`config.mk`:
```
export PLATFORM = sky130hd
export DESIGN_NAME = alu_seq_core
export DESIGN_NICKNAME = d
export VERILOG_FILES = /design/src/rtl/alu_seq_core.sv
export SDC_FILE = /design/constraint.sdc
export NUM_CORES = 1
export LEC_CHECK = 0
export CORE_AREA = 2 2 153 155
export CTS_CLUSTER_SIZE = 14
export DETAILED_ROUTE_END_ITERATION = 8
export DIE_AREA = 0 0 155 157
export HOLD_SLACK_MARGIN = 0.12
export MAX_ROUTING_LAYER = met4
export PLACE_DENSITY = 0.5
export SYNTH_ARGS = -nofsm -noshare
export SYNTH_HDL_FRONTEND = slang
export SYNTH_SLANG_ARGS = --single-unit
```
`constraint.sdc`:
```
create_clock -name clk -period 6.45 [get_ports clk]
set_input_delay 0.645 -clock clk [delete_from_list [all_inputs] [get_ports clk]]
set_output_delay 0.645 -clock clk [all_outputs]
set_load 0.005 [all_outputs]
```
`src/rtl/alu_seq_core.sv`:
```
// alu_seq_core: WIDTH-bit valid/ready ALU with a one-entry registered result
// and an iterative shift-add signed multiplier.
module alu_seq_core #(
   parameter int WIDTH = 16
) (
   input  logic             clk,
   input  logic             rst_n,
   input  logic             in_valid,
   output logic             in_ready,
   input  logic [WIDTH-1:0] in_m,
   input  logic [WIDTH-1:0] in_n,
   input  logic             in_c,
   input  logic [3:0]       opc,
   output logic             out_valid,
   input  logic             out_ready,
   output logic [WIDTH-1:0] out_f,
   output logic             zer,
   output logic             neg,
   output logic             cout,
   output logic             ovf,
   output logic             err
);
   localparam int CW = $clog2(WIDTH);
   localparam logic [CW-1:0] CNT_LAST = CW'(WIDTH - 1);

   localparam logic [3:0] OP_ADC    = 4'd0;
   localparam logic [3:0] OP_ADDH   = 4'd1;
   localparam logic [3:0] OP_MAX    = 4'd2;
   localparam logic [3:0] OP_TRIPLE = 4'd3;
   localparam logic [3:0] OP_AND    = 4'd4;
   localparam logic [3:0] OP_OR     = 4'd5;
   localparam logic [3:0] OP_NOTM   = 4'd6;
   localparam logic [3:0] OP_SUB    = 4'd7;
   localparam logic [3:0] OP_MIN    = 4'd8;
   localparam logic [3:0] OP_MUL    = 4'd9;
   localparam logic [3:0] OP_XOR    = 4'd10;

   typedef enum logic {ST_IDLE, ST_MUL} state_e;
   state_e state_q, state_d;

   logic [CW-1:0]        cnt_q;
   logic [2*WIDTH-1:0]   acc_q;
   logic [WIDTH-1:0]     mcand_q;
   logic                 psign_q;

   logic accept, mul_start, mul_done;
   assign in_ready  = rst_n && (state_q == ST_IDLE) && (!out_valid || out_ready);
   assign accept    = in_valid && in_ready;
   assign mul_start = accept && (opc == OP_MUL);
   assign mul_done  = (state_q == ST_MUL) && (cnt_q == CNT_LAST);

   logic [WIDTH-1:0] add_b;
   logic             add_ci;
   logic [WIDTH:0]   sum;
   logic             add_ovf, m_lt_n;

   // NOTE: every always_comb output is given a default first so no path leaves it unassigned and infers a latch.
   always_comb begin
      add_b  = in_n;
      add_ci = 1'b0;
      case (opc)
         OP_ADC:                 add_ci = in_c;
         OP_ADDH:                add_b  = $signed(in_n) >>> 1;
         OP_TRIPLE:              add_b  = {in_m[WIDTH-2:0], 1'b0};
         OP_SUB, OP_MAX, OP_MIN: begin
            add_b  = ~in_n;
            add_ci = 1'b1;
         end
         default: ;
      endcase
   end

   assign sum     = {1'b0, in_m} + {1'b0, add_b} + {{WIDTH{1'b0}}, add_ci};
   assign add_ovf = (in_m[WIDTH-1] == add_b[WIDTH-1]) && (sum[WIDTH-1] != in_m[WIDTH-1]);
   // Differing signs decide the order directly, so a wrapped M-N is never consulted.
   assign m_lt_n  = (in_m[WIDTH-1] != in_n[WIDTH-1]) ? in_m[WIDTH-1] : sum[WIDTH-1];

   logic [WIDTH-1:0] res_f;
   logic             res_cout, res_ovf, res_err;

   always_comb begin
      res_f    = '0;
      res_cout = 1'b0;
      res_ovf  = 1'b0;
      res_err  = 1'b0;
      case (opc)
         OP_ADC, OP_ADDH, OP_SUB: begin
            res_f    = sum[WIDTH-1:0];
            res_cout = sum[WIDTH];
            res_ovf  = add_ovf;
         end
         OP_TRIPLE: begin
            res_f    = sum[WIDTH-1:0];
            res_cout = sum[WIDTH];
            res_ovf  = add_ovf || (in_m[WIDTH-1] != in_m[WIDTH-2]);
         end
         OP_MAX:  res_f = m_lt_n ? in_n : in_m;
         OP_MIN:  res_f = m_lt_n ? in_m : in_n;
         OP_AND:  res_f = in_m & in_n;
         OP_OR:   res_f = in_m | in_n;
         OP_NOTM: res_f = ~in_m;
         OP_XOR:  res_f = in_m ^ in_n;
         OP_MUL:  ;
         default: res_err = 1'b1;
      endcase
   end

   // Multiplier magnitudes; |min| fits as an unsigned WIDTH-bit value.
   logic [WIDTH-1:0]   mag_m, mag_n;
   logic [WIDTH:0]     part;
   logic [2*WIDTH-1:0] acc_step, prod;
   logic               mul_ovf;

   assign mag_m    = in_m[WIDTH-1] ? -in_m : in_m;
   assign mag_n    = in_n[WIDTH-1] ? -in_n : in_n;
   assign part     = {1'b0, acc_q[2*WIDTH-1:WIDTH]} + (acc_q[0] ? {1'b0, mcand_q} : '0);
   assign acc_step = {part, acc_q[WIDTH-1:1]};
   assign prod     = psign_q ? -acc_step : acc_step;
   assign mul_ovf  = !((&prod[2*WIDTH-1:WIDTH-1]) || !(|prod[2*WIDTH-1:WIDTH-1]));

   always_comb begin
      state_d = state_q;
      case (state_q)
         ST_IDLE: if (mul_start) state_d = ST_MUL;
         ST_MUL:  if (mul_done)  state_d = ST_IDLE;
         default: state_d = ST_IDLE;
      endcase
   end

   // NOTE: sequential state uses non-blocking assignments so every register samples pre-edge values.
   always_ff @(posedge clk) begin
      if (!rst_n) begin
         state_q   <= ST_IDLE;
         cnt_q     <= '0;
         acc_q     <= '0;
         mcand_q   <= '0;
         psign_q   <= 1'b0;
         out_valid <= 1'b0;
         out_f     <= '0;
         zer       <= 1'b0;
         neg       <= 1'b0;
         cout      <= 1'b0;
         ovf       <= 1'b0;
         err       <= 1'b0;
      end else begin
         state_q <= state_d;
         if (mul_start) begin
            acc_q   <= {{WIDTH{1'b0}}, mag_n};
            mcand_q <= mag_m;
            psign_q <= in_m[WIDTH-1] ^ in_n[WIDTH-1];
            cnt_q   <= '0;
         end else if (state_q == ST_MUL) begin
            acc_q <= acc_step;
            cnt_q <= cnt_q + CW'(1);
         end

         if (accept && !mul_start) begin
            out_valid <= 1'b1;
            out_f     <= res_f;
            zer       <= (res_f == '0);
            neg       <= res_f[WIDTH-1];
            cout      <= res_cout;
            ovf       <= res_ovf;
            err       <= res_err;
         end else if (mul_done) begin
            out_valid <= 1'b1;
            out_f     <= prod[WIDTH-1:0];
            zer       <= (prod[WIDTH-1:0] == '0);
            neg       <= prod[WIDTH-1];
            cout      <= 1'b0;
            ovf       <= mul_ovf;
            err       <= 1'b0;
         end else if (out_ready) begin
            out_valid <= 1'b0;
         end
      end
   end
endmodule

```
==> metrics.txt <==
# TYPE chip_impl_metric gauge
chip_impl_info{name="outcome",value="finished, final reports clean"} 1
chip_impl_metric{name="post_route_cells_drive_above_1_share",unit=""} 0.0551
chip_impl_info{name="cts_tree",value="built"} 1
chip_impl_metric{name="cts_resized",unit=""} 0
chip_impl_metric{name="cp_data_arrival_time",unit="ns"} 6.12
chip_impl_metric{name="groute.layer.met2.usage",unit=""} 0.341
chip_impl_metric{name="final.setup.tns",unit="ns"} 0
chip_impl_metric{name="worst_ir_drop_vdd",unit="µV"} 108
chip_impl_metric{name="grt-ovfl-total",unit=""} 0
chip_impl_metric{name="syn-instance-count",unit=""} 1040
chip_impl_metric{name="yosys_register_bits",unit=""} 75
chip_impl_metric{name="cp_slowest_stage_delay",unit="ns"} 1.00
chip_impl_metric{name="layout_worst_path_cycle_share",unit=""} 0.914
chip_impl_metric{name="synth_async_sr_flop_share",unit=""} 0
chip_impl_info{name="cp_cell_sequence",value="clkdlybuf4s50_1 > inv_1 > or4b_2 > nand2_1 > nor2_1 > a21oi_1 > a221o_1 > ha_1 > nand4_1 > a21oi_1 > o2111ai_1 > o2111a_1 > nor3_2 > mux2i_1 > a221oi_1 > and4_1 > nand4b_1 > o31ai_1"} 1
chip_impl_info{name="critical_path_class",value="input pin to flop"} 1
chip_impl_metric{name="clock_sinks",unit=""} 75
chip_impl_metric{name="groute.usage.overall",unit=""} 0.232
chip_impl_info{name="cts-root-buf",value="sky130_fd_sc_hd__clkbuf_16"} 1
chip_impl_metric{name="routed_via_density",unit=""} 5.83
chip_impl_metric{name="share_of_synthesized_area_occupied_by_flip_flops_and_latches",unit=""} 0.191
chip_impl_metric{name="ant_nets",unit=""} 0
chip_impl_metric{name="floorplan.die.height",unit="µm"} 157
chip_impl_metric{name="boundaryPins",unit=""} 64
chip_impl_metric{name="final-seq-area",unit="mm²"} 0.00150
chip_impl_metric{name="fin_crit",unit="ns"} 5.90
chip_impl_metric{name="post_synth.cell_area_avg",unit="µm²"} 7.56
chip_impl_metric{name="path_buf_inv",unit=""} 2
chip_impl_metric{name="final_cell_count_no_fill",unit=""} 1356
chip_impl_metric{name="cts.hold.buffers_added",unit=""} 0
chip_impl_metric{name="finish.net_count",unit=""} 1180
chip_impl_info{name="destination_of_the_critical_timing_path",value="zer$_SDFFE_PN0P_"} 1
chip_impl_info{name="rsz0062_at_grt",value="false"} 1
chip_impl_metric{name="postSynthNetCount",unit=""} 1154
chip_impl_metric{name="place.detailed.instances",unit=""} 1340
chip_impl_info{name="cpMaxStageDelayCell",value="sky130_fd_sc_hd__mux2i_1"} 1
chip_impl_metric{name="synthToLayoutAreaGrowth",unit="%"} 14.9
chip_impl_info{name="critical_path.reg2reg.startpoint",value="acc_q[0]$_SDFFE_PN0P_"} 1
chip_impl_info{name="min-delay-path-class",value="flop to flop"} 1
chip_impl_info{name="crit_top_cell",value="sky130_fd_sc_hd__a21oi_1"} 1
chip_impl_info{name="critical_path.reg2reg.endpoint",value="ovf$_SDFFE_PN0P_"} 1
chip_impl_metric{name="grt_first_pass_wirelength",unit="mm"} 42.9
chip_impl_metric{name="reg2reg_depth",unit=""} 13
chip_impl_info{name="timing.critical_path.max_delay_family",value="simple AND/OR/NAND/NOR gates"} 1
chip_impl_metric{name="maxSlewViolCount",unit=""} 0
chip_impl_metric{name="multi_input_comb_area",unit="mm²"} 0.00597
chip_impl_metric{name="clock_tree.buffer_depth",unit=""} 2
chip_impl_metric{name="cts_inserted_buffers",unit=""} 9
chip_impl_metric{name="clk-insertion-delay-late",unit="ns"} 0.34
chip_impl_metric{name="hpwlAfterDp",unit="mm"} 21.4
chip_impl_metric{name="cts.htree.levels",unit=""} 3
chip_impl_metric{name="clk_transition_reported_paths",unit="ns"} 0.07
chip_impl_metric{name="floorplan.die.width",unit="µm"} 155
chip_impl_metric{name="timing.critical_path.depth",unit=""} 18
chip_impl_metric{name="die-area",unit="mm²"} 0.0243
chip_impl_metric{name="fmaxAchievable",unit="GHz"} 0.170
chip_impl_metric{name="finClkSkew",unit="ns"} 0.00869
chip_impl_metric{name="timing.critical_path.fanout_max",unit=""} 17
chip_impl_metric{name="drt-pass1-iter-count",unit=""} 5
chip_impl_metric{name="core_region",unit="mm²"} 0.0225
chip_impl_metric{name="cell_area_after_synthesis",unit="mm²"} 0.00786
chip_impl_metric{name="worst_pin_slew",unit="ns"} 1.20
chip_impl_info{name="worst_setup_path_startpoint",value="opc[1]"} 1
chip_impl_metric{name="num_rows",unit=""} 55
chip_impl_metric{name="start_util",unit=""} 0.349
chip_impl_metric{name="number_of_antenna_violations_at_the_first_check_in_global_routing",unit=""} 0
chip_impl_metric{name="via_count",unit=""} 7901
chip_impl_metric{name="r2r_setup_slack",unit="ns"} 2.04
chip_impl_metric{name="post-cts-setup-buffers",unit=""} 0
chip_impl_metric{name="grt_util_met3",unit=""} 0.0264
chip_impl_metric{name="netlist-cell-type-count",unit=""} 77
chip_impl_metric{name="count_of_buffers_from_port_buffering",unit=""} 63
chip_impl_metric{name="drcViolationCount",unit=""} 0
chip_impl_metric{name="cp_data_required_time",unit="ns"} 6.68
chip_impl_metric{name="setup_viol_count_final",unit=""} 0
chip_impl_metric{name="grt_pass1_vias",unit=""} 7320
chip_impl_metric{name="fill_cells",unit=""} 2378
chip_impl_info{name="worstSetupEndpointType",value="flop"} 1
chip_impl_metric{name="relative_slew_margins",unit=""} 0.180
chip_impl_metric{name="num_antenna_cells",unit=""} 0
chip_impl_metric{name="cellPowerDensity",unit="mW/mm²"} 164
chip_impl_metric{name="synth.yosys.warnings",unit=""} 0
chip_impl_info{name="grt.busiest_layer",value="met2"} 1
chip_impl_metric{name="power.static_leakage",unit="nW"} 3.69
chip_impl_metric{name="global_route.usage.met1",unit=""} 0.331
chip_impl_metric{name="timing_hold_violations_final",unit=""} 0
chip_impl_metric{name="synth_enable_flop_cells",unit=""} 0
chip_impl_info{name="worstSetupStartpointType",value="input pin"} 1
chip_impl_metric{name="place_congestion",unit=""} 0.950
chip_impl_info{name="ys.flop_type",value="sky130_fd_sc_hd__dfxtp_1"} 1
chip_impl_metric{name="number_of_max_cap_violations",unit=""} 0
chip_impl_info{name="start_point_of_the_worst_hold_path",value="mcand_q[13]$_SDFFE_PN0P_"} 1
chip_impl_metric{name="detailedRoute.firstIterationViolations",unit=""} 622
chip_impl_metric{name="route.final.wire_length",unit="mm"} 27.4
chip_impl_metric{name="grt_max_degree",unit=""} 60
chip_impl_metric{name="post_drt_wl_per_cell",unit="µm"} 20.2
==> through the flow <==
stage | instance area, µm² | hold slack, ns | total power, W | util | worst slack, ns
floorplan | 7860 | 0.435 | 0.000772 | - | 1.46
global placement | 8710 | 0.447 | 0.000939 | 0.387 | 0.340
detailed placement | 8710 | 0.455 | 0.000936 | 0.387 | 0.275
CTS | 9030 | 0.470 | 0.00149 | 0.401 | 0.614
global route | 9030 | 0.493 | 0.00156 | 0.401 | 0.175
finish | 9030 | 0.467 | 0.00148 | 0.401 | 0.554
==> cells in the final DEF, fill, tap and decap left out, types with 6 or more instances in the layout <==
cell type,netlist,layout
sky130_fd_sc_hd__a211oi_1,15,15
sky130_fd_sc_hd__a21o_1,10,10
sky130_fd_sc_hd__a21oi_1,69,69
sky130_fd_sc_hd__a221o_1,17,17
sky130_fd_sc_hd__a221oi_1,23,23
sky130_fd_sc_hd__a31oi_1,12,12
sky130_fd_sc_hd__and2_1,26,26
sky130_fd_sc_hd__and3_1,11,11
sky130_fd_sc_hd__and4_1,6,6
sky130_fd_sc_hd__buf_4,1,13
sky130_fd_sc_hd__clkbuf_16,0,9
sky130_fd_sc_hd__clkdlybuf4s50_1,0,62
sky130_fd_sc_hd__dfxtp_1,75,74
sky130_fd_sc_hd__ha_1,70,70
sky130_fd_sc_hd__inv_1,43,43
sky130_fd_sc_hd__mux2i_1,30,30
sky130_fd_sc_hd__nand2_1,100,100
sky130_fd_sc_hd__nand2b_1,11,11
sky130_fd_sc_hd__nand3_1,40,39
sky130_fd_sc_hd__nand4_1,13,13
sky130_fd_sc_hd__nor2_1,87,87
sky130_fd_sc_hd__nor3_1,22,22
sky130_fd_sc_hd__nor4_1,10,10
sky130_fd_sc_hd__o211a_1,6,6
sky130_fd_sc_hd__o211ai_1,15,15
sky130_fd_sc_hd__o21a_1,10,10
sky130_fd_sc_hd__o21ai_0,59,59
sky130_fd_sc_hd__o221ai_1,6,6
sky130_fd_sc_hd__o22ai_1,6,6
sky130_fd_sc_hd__o31ai_1,16,16
sky130_fd_sc_hd__o41ai_1,6,6
sky130_fd_sc_hd__or2_2,7,7
sky130_fd_sc_hd__or3_1,7,7
sky130_fd_sc_hd__xnor2_1,45,45
sky130_fd_sc_hd__xor2_1,29,29
==> kinds of logic after synthesis <==
family | synth area share
xor gates and xnor gates | 0.0825
adders and majority gates | 0.119
buffers and inverters | 0.0502
AOI/OAI and AO/OA | 0.275
DFF | 0.191
and+or+nand+nor | 0.241
muxes | 0.0411
==> sequential cells by signal, summed over array words and instances (netlist names), 4 cells and up <==
name     count
acc_q       32
mcand_q     16
cnt_q        4
out_f       16
==> report_power, final <==
part           leakage [nW]  internal [W]  switching (W)
sequential            0.608      0.000474     0.00000991
clock                 0.157      0.000326       0.000225
combinational          2.93      0.000180       0.000269
total                  3.69      0.000981       0.000504
==> synth_stat cells (11+ instances only) <==
cell type	count	area share
sky130_fd_sc_hd__xor2_1	29	0.032
sky130_fd_sc_hd__clkbuf_1	54	0.026
sky130_fd_sc_hd__xnor2_1	45	0.050
sky130_fd_sc_hd__ha_1	70	0.11
sky130_fd_sc_hd__a211oi_1	15	0.014
sky130_fd_sc_hd__a21oi_1	69	0.044
sky130_fd_sc_hd__o211ai_1	15	0.014
sky130_fd_sc_hd__a221oi_1	23	0.026
sky130_fd_sc_hd__a221o_1	17	0.022
sky130_fd_sc_hd__nand2b_1	11	0.0088
sky130_fd_sc_hd__inv_1	43	0.021
sky130_fd_sc_hd__nor2_1	87	0.042
sky130_fd_sc_hd__and3_1	11	0.0088
sky130_fd_sc_hd__nor3_1	22	0.014
sky130_fd_sc_hd__and2_1	26	0.021
sky130_fd_sc_hd__nand3_1	40	0.025
sky130_fd_sc_hd__mux2i_1	30	0.038
sky130_fd_sc_hd__a31oi_1	12	0.0096
sky130_fd_sc_hd__nand4_1	13	0.010
sky130_fd_sc_hd__o31ai_1	16	0.015
sky130_fd_sc_hd__dfxtp_1	75	0.19
sky130_fd_sc_hd__nand2_1	100	0.048
sky130_fd_sc_hd__o21ai_0	59	0.038
==> cell type report <==
cell class / count / area share
clock buffers: 11 / 0.0280
repair buffers: 76 / 0.0801
multi-input cells: 861 / 0.661
flip-flops and latches: 75 / 0.166
inverters: 43 / 0.0179
clock inverters: 5 / 0.00721
well taps: 285 / 0.0395
==> tightest hold or removal path: stages, from the launching register on <==
cell	delay, ns
sky130_fd_sc_hd__dfxtp_1	0.32
sky130_fd_sc_hd__nand3_1	0.06
sky130_fd_sc_hd__o21ai_0	0.06
==> layer usage <==
| layer | up-vias | share of wire |
|---|---|---|
| li1 | 3912 | - |
| met1 | 3701 | 0.49 |
| met2 | 242 | 0.43 |
| met3 | 46 | 0.054 |
| met4 | 0 | 0.026 |
| met5 | - | 0 |
==> worst min path at each step <==
stage,endpoint,slack (ns),depth (start not counted)
after floorplan,mcand_q[0]$_SDFFE_PN0P_,0.44,2
after global placement,mcand_q[1]$_SDFFE_PN0P_,0.45,2
after detailed placement,mcand_q[14]$_SDFFE_PN0P_,0.45,2
after CTS,mcand_q[14]$_SDFFE_PN0P_,0.47,2
after global routing,mcand_q[14]$_SDFFE_PN0P_,0.49,2
final,mcand_q[13]$_SDFFE_PN0P_,0.47,2
(Power assumes the default switching activity.)
